### config.mk
export PLATFORM = sky130hd
export DESIGN_NAME = sync_up_counter_mod_n
export DESIGN_NICKNAME = d
export VERILOG_FILES = /design/src/rtl/up_cnt_pkg.sv /design/src/rtl/up_cnt_bin2gray.sv /design/src/rtl/sync_up_counter_mod_n.sv
export SDC_FILE = /design/constraint.sdc
export NUM_CORES = 1
export LEC_CHECK = 0
export CORE_AREA = 2 2 39 41
export CTS_CLUSTER_DIAMETER = 40
export CTS_CLUSTER_SIZE = 10
export DETAILED_ROUTE_END_ITERATION = 8
export DIE_AREA = 0 0 41 43
export PLACE_DENSITY = 0.73
export SETUP_SLACK_MARGIN = 0.3
export SLEW_MARGIN = 20
export SYNTH_ARGS = -nofsm -noshare
export SYNTH_HDL_FRONTEND = slang
export SYNTH_HIERARCHICAL = 1
export SYNTH_SLANG_ARGS = --single-unit
### constraint.sdc
create_clock -name clk -period 3.11 [get_ports clk]
set_input_delay 0.4665 -clock clk [delete_from_list [all_inputs] [get_ports clk]]
set_output_delay 0.4665 -clock clk [all_outputs]
set_load 0.05 [all_outputs]
### src/rtl/up_cnt_pkg.sv
// Shared types and defaults for the modulo-N up counter.
// Optional Gray output enabled by UP_CNT_GRAY_OUT_EN.
package up_cnt_pkg;

  localparam int UC_WIDTH = 4;
  localparam int UC_MOD   = 10;

  typedef enum logic [1:0] {
    UC_IDLE = 2'd0,
    UC_RUN  = 2'd1,
    UC_DONE = 2'd2
  } up_cnt_state_t;

endpackage

### src/rtl/up_cnt_bin2gray.sv
// Combinational binary to Gray code conversion.
// Used by the counter top only under UP_CNT_GRAY_OUT_EN.
module up_cnt_bin2gray #(
  parameter int WIDTH = 4
) (
  input  logic [WIDTH-1:0] bin,
  output logic [WIDTH-1:0] gray
);

  assign gray = bin ^ (bin >> 1);

endmodule

### src/rtl/sync_up_counter_mod_n.sv
// Synchronous modulo-N up counter, free-run or one-shot.
// Define UP_CNT_GRAY_OUT_EN to add the registered q_gray output.
module sync_up_counter_mod_n
  import up_cnt_pkg::*;
#(
  parameter int WIDTH = UC_WIDTH,
  parameter int MOD   = UC_MOD
) (
  input  logic             clk,
  input  logic             reset,
  input  logic             en,
  input  logic             clr,
  input  logic             load,
  input  logic [WIDTH-1:0] load_val,
  input  logic             mode_oneshot,
  input  logic             start,
  output logic [WIDTH-1:0] q,
  output logic             tc,
  output logic             carry_out,
  output logic             busy,
  output logic             done
`ifdef UP_CNT_GRAY_OUT_EN
  ,
  output logic [WIDTH-1:0] q_gray
`endif
);

  // One extra bit so MOD == 2**WIDTH is representable
  localparam logic [WIDTH:0] LAST = (WIDTH+1)'(MOD - 1);

  up_cnt_state_t   state;
  up_cnt_state_t   state_n;
  logic [WIDTH-1:0] q_n;
  logic [WIDTH-1:0] q_step;
  logic [WIDTH-1:0] q_ld;
  logic [WIDTH:0]   q_inc;

  assign tc        = ({1'b0, q} == LAST);
  assign carry_out = en && tc;

  assign q_inc  = {1'b0, q} + 1'b1;
  assign q_step = tc ? '0 : q_inc[WIDTH-1:0];
  assign q_ld   = ({1'b0, load_val} > LAST) ?
                  LAST[WIDTH-1:0] : load_val;

  always_comb begin
    q_n     = q;
    state_n = state;
    if (clr) begin
      q_n     = '0;
      state_n = UC_IDLE;
    end else begin
      if (load) begin
        q_n = q_ld;
      end else begin
        case (state)
          UC_IDLE: begin
            if (mode_oneshot) begin
              if (start) begin
                q_n     = '0;
                state_n = UC_RUN;
              end
            end else if (en) begin
              q_n = q_step;
            end
          end
          UC_RUN: begin
            if (en) begin
              q_n = q_step;
              if (tc) state_n = UC_DONE;
            end
          end
          default: ;
        endcase
      end
      // DONE (and any stray encoding) always falls back to IDLE
      if (state != UC_IDLE && state != UC_RUN)
        state_n = UC_IDLE;
    end
  end

  always_ff @(posedge clk or posedge reset) begin
    if (reset) begin
      q     <= '0;
      state <= UC_IDLE;
      busy  <= 1'b0;
      done  <= 1'b0;
    end else begin
      q     <= q_n;
      state <= state_n;
      busy  <= (state_n == UC_RUN);
      done  <= (state_n == UC_DONE);
    end
  end

`ifdef UP_CNT_GRAY_OUT_EN
  logic [WIDTH-1:0] gray_n;

  up_cnt_bin2gray #(
    .WIDTH (WIDTH)
  ) u_b2g (
    .bin  (q_n),
    .gray (gray_n)
  );

  always_ff @(posedge clk or posedge reset) begin
    if (reset) q_gray <= '0;
    else       q_gray <= gray_n;
  end
`endif

endmodule

Yosys cells after proc, flatten, opt, wreduce, memory -nomap -nowiden:

Index checks and enable logic that the tools add are counted.

* register bits: 8
* word-level logic and storage cells: 34
* output and inout bits: 8
* input bits: 11

* multiplexer cells: 16
* order comparisons: 1
* reductions and logical operators: 6
* equality and inequality tests: 6
* $add $sub $neg: 1

Operators by type and width (count)
* two-way mux 4 bit: 7
* two-way mux 2 bit: 7
* one-hot mux 4 bit (2 select lines): 1
* != test 5 bit, second input constant: 1
* adder 4 x 1 -> 4 bit, second input constant: 1
* == test 2 x 1 -> 1 bit, second input constant: 2
* == test 4 bit, second input constant: 1
* > comparator 4 bit, second input constant: 1
* one-hot mux 2 bit (2 select lines): 1
* nonzero test 4 bit: 1
* == test 2 bit, second input constant: 1
* logical AND 1 bit: 2
* zero test 2 bit: 1
* != test 2 x 1 -> 1 bit, second input constant: 1
* AND reduction 2 bit: 1
* nonzero test 2 bit: 1

Logic depth before layout (Yosys ltp):

* word-level depth: 8
* depth in mapped cells: 6
* mapped depth without buffers: 6

Least setup slack after synthesis:

No wires, ideal clock.

* kind: flip-flop to output port
* from: register q[0]
* to: output port carry_out
* required time: 2.643 ns
* stages on the path, launching flop included: 5
* arrival: 1.800 ns
* path slack: 0.843 ns
* path buffers: 0
* cell sequence: dfrtp_1 > ha_1 > and3b_2 > nand2_1 > inv_1

* word-level cells in the longest chain between the ends: 2

Ends and longest elaborated chain
* from (decl): line sync_up_counter_mod_n.sv:17 `output logic [WIDTH-1:0] q,`
* from (signal assigned): line sync_up_counter_mod_n.sv:89 `q <= q_n;`
* == test 4 bit: line sync_up_counter_mod_n.sv:38 `assign tc = ({1'b0, q} == LAST);`
* named net tc: line sync_up_counter_mod_n.sv:18 `output logic tc,`
* logical AND 1 bit: line sync_up_counter_mod_n.sv:39 `assign carry_out = en && tc;`
* to (decl): line sync_up_counter_mod_n.sv:19 `output logic carry_out,`

The timed path passes the listed nets, and every way through them passes these cells.

Worst setup path after layout:

* from: register q[1]
* to: output port carry_out

* word-level cells in the longest chain between the ends: 2

Ends and longest elaborated chain (line)
* == test 4 bit: sync_up_counter_mod_n.sv:38
* logical AND 1 bit: sync_up_counter_mod_n.sv:39

No other way between the ends.

==> results by group <==
Final layout
  • Fillcell total: 138
  • Layout cells sized above 1: 0.0658
  • Most common cell after layout, fill and taps aside: clkdlybuf4s50_1
  • Nets: between 90 and 100
  • Diode count: 0
  • Synthesis-to-finish area growth: 43.6%
  • Finished Layout Cells: 92
  • Most frequent cells in the layout: 18 x clkdlybuf4s50_1, 8 x dfrtp_1, 6 x inv_1

Yosys
  • Post-synth EDFFs: 0
  • Cell Area, Synth: 499 sq um
  • Post-Synthesis Cells: 56
  • Yosys top cell by area: dfrtp_1
  • Yosys warns: 6
  • Synth Area per Inst: between 8 and 9 sq um
  • Top post-synthesis cells by area: dfrtp_1 40%, ha_1 5.0%, o21ai_0 5.0%, inv_1 4.5%, nor3b_1 4.5%
  • Sequential share of the synthesized area: 0.401
  • Synth top area share: 0.401
  • Synthesized Nets: 69
  • Synthesis-stage register bit count: 8
  • Asr flop ratio synth: 1.00
  • Post-synth cell types: 25
  • Ys flop type: dfrtp_1

Global routing
  • Vias in the first global route: 468
  • Largest net degree at the start of global routing: 11
  • Initial antenna violation count: 0
  • GRT overflow: 0
  • Total track usage: 0.160
  • First-pass GRT wire length: 1.93 mm

Timing
  • Slew @ Worst Pin: 0.496 ns
  • Clock Skew: 0.00271 ns
  • Fmax achieved: 383 MHz
  • Final Max Slew Viols: 0
  • Final TNS setup: 0 ns
  • Final Cycle Share: 0.839
  • Fin. Hold Viols: 0
  • Final setup fails: 0
  • Unrepaired setup endpoints after global routing: false
  • Min cycle time layout: 2.61 ns
  • Slew HR: 0.668

Power and ir drop
  • VDD IR-drop max: 177 uV
  • Logic gate share of total power: 0.248
  • Clock Power Share: 0.309
  • PD cells: ~360 nW/um^2
  • Sequential Power Share: 0.443
  • Internal power: between 0.00015 and 0.0002 W
  • Pleak: approximately 0.3 nW
  • Switching power share of the total: 0.296
  • Sw power: 0.0000762 W

Floorplanning
  • Initial Utilization: 0.361
  • I/O pins: 19
  • DIE HEIGHT: 43 um
  • Die Footprint: 1760 sq um
  • Die width: 41 um
  • Placement Rows: 14
  • Core area: 1380 sq um

Clock tree
  • Htree depth: 1
  • Max Root-Sink Buffers: 2
  • TritonCTS buffer count: 3
  • Cts repair resizes: 0
  • CTS clock-pin slew for the worst setup and hold paths: 0.06 ns
  • Post-cts hold buffer count: 0
  • Post-CTS Setup Bufs: 0
  • Root buffer selected by CTS: clkbuf_4
  • Clock tree from TritonCTS: yes
  • Clock latency on the worst-skew pair: around 0.25 ns
  • Clk sinks: 8

Setup path
  • Critical Path Max Stage Delay: 0.80 ns
  • Most frequent cell on the critical path: inv_1
  • Crit path DAT: 2.14 ns
  • R2r setup slk: 1.54 ns
  • Buf/Inv on CP: 3
  • Type of destination of the critical path: primary output
  • Worst setup path category: reg2out
  • Worst Path Max Fanout: 6
  • Slowest cell on the critical path: clkdlybuf4s50_1
  • CP top delay family: buffers and inverters
  • Critical-path cell list: inv_1, ha_1, and3b_2, nand2_1, inv_1, clkdlybuf4s50_1
  • WP data required: 2.64 ns
  • Startpoint Class: flop

Placement
  • IO Port Bufs: 18
  • DP HPWL: about 900 um
  • Placed instance count: 89
  • GP Congestion: just over 0.8

Detailed routing
  • First-pass DRT Iterations: 4
  • Avg WL per Cell: 12.9 um
  • DR vias: 513
  • Initial DRC count: 11
  • Via density: around 5.6
  • Number of remaining DRC errors: 0
  • Routed WL: 1.19 mm
  • ANT nets after route: 0

Worst hold path
  • Hold Path Class: in2async

Flow run
  • MaxCap Viol Count: 0

Run status
  • Run status: finished clean
[worst reg2reg max path, delay by kind of cell (launching register included)]
kind / cells / cell delay, ns
AND/OR/NAND/NOR: 2 / 0.27
flip-flops: 1 / 0.42
adder cells (fa/ha/maj): 1 / 0.14
buffers and inverters: 1 / 0.09
AO/OA/AOI/OAI: 2 / 0.53
[cells by family after synthesis]
group | share of synthesized area
compound gates | 0.216
simple gates | 0.278
buf+inv | 0.0551
flops | 0.401
fa+ha+maj | 0.0501
[cell usage after synthesis (2+ instances only)]
cell / instances
a21boi_0: 2
a21oi_1: 2
a32oi_1: 2
dfrtp_1: 8
ha_1: 2
inv_1: 6
nand2_1: 4
nand2b_1: 2
nor2_1: 5
nor3_1: 2
nor3b_1: 3
o21ai_0: 5
[registers in the layout, summed over array words and instances, names as in the netlist]
| signal | flops |
|---|---|
| q | 4 |
| busy | 1 |
| state | 2 |
| done | 1 |
[routing by layer]
layer	GRT usage	vias to the layer above	wire length, um
li1	-	245	-
met1	0.213	238	531
met2	0.222	30	532
met3	0.0524	0	123
met4	0.0867	0	0
met5	0	-	0
[final cells by class]
class / instances / area (sq um) / area share
Multi-Input combinational cell: 41 / 272 / 0.379
Sequential cell: 8 / 200 / 0.279
Timing Repair Buffer: 18 / 180 / 0.251
Clock buffer: 3 / 22.5 / 0.0314
Inverter: 6 / 22.5 / 0.0314
Tap cell: 16 / 20.0 / 0.0279
[stage by stage]
stage	worst slack, ns	util	cell area (sq um)	hold WS [ns]	total power, W
2_1_floorplan	0.843	-	499	0.282	0.000151
3_3_place_gp	0.563	0.502	694	0.577	0.000179
3_5_place_dp	0.543	0.502	694	0.594	0.000180
4_1_cts	0.473	0.518	717	0.461	0.000263
5_1_grt	0.365	0.518	717	0.501	0.000274
6_report	0.501	0.518	717	0.471	0.000258
[power by group through the flow]
stage	Sequential, W	Clock (W)	Combinational, W
after floorplan	0.000128	0	0.0000233
after global placement	0.000116	0	0.0000636
after detailed placement	0.000116	0	0.0000642
after CTS	0.000114	0.0000846	0.0000645
after global routing	0.000115	0.0000895	0.0000692
final	0.000114	0.0000796	0.0000641
[path summary, 6_finish.rpt]
check / from / end / depth (start not counted)
max in group asynchronous: reset / q[0] / 2
worst min-delay path: reset / state[1] / 2
worst min register to register: q[2] / q[2] / 2
worst max-delay path: q[1] / carry_out / 6
worst max register to register: q[1] / q[0] / 6
min in group clk: q[2] / q[2] / 2
Note: power is estimated with default switching activity, not from simulation.
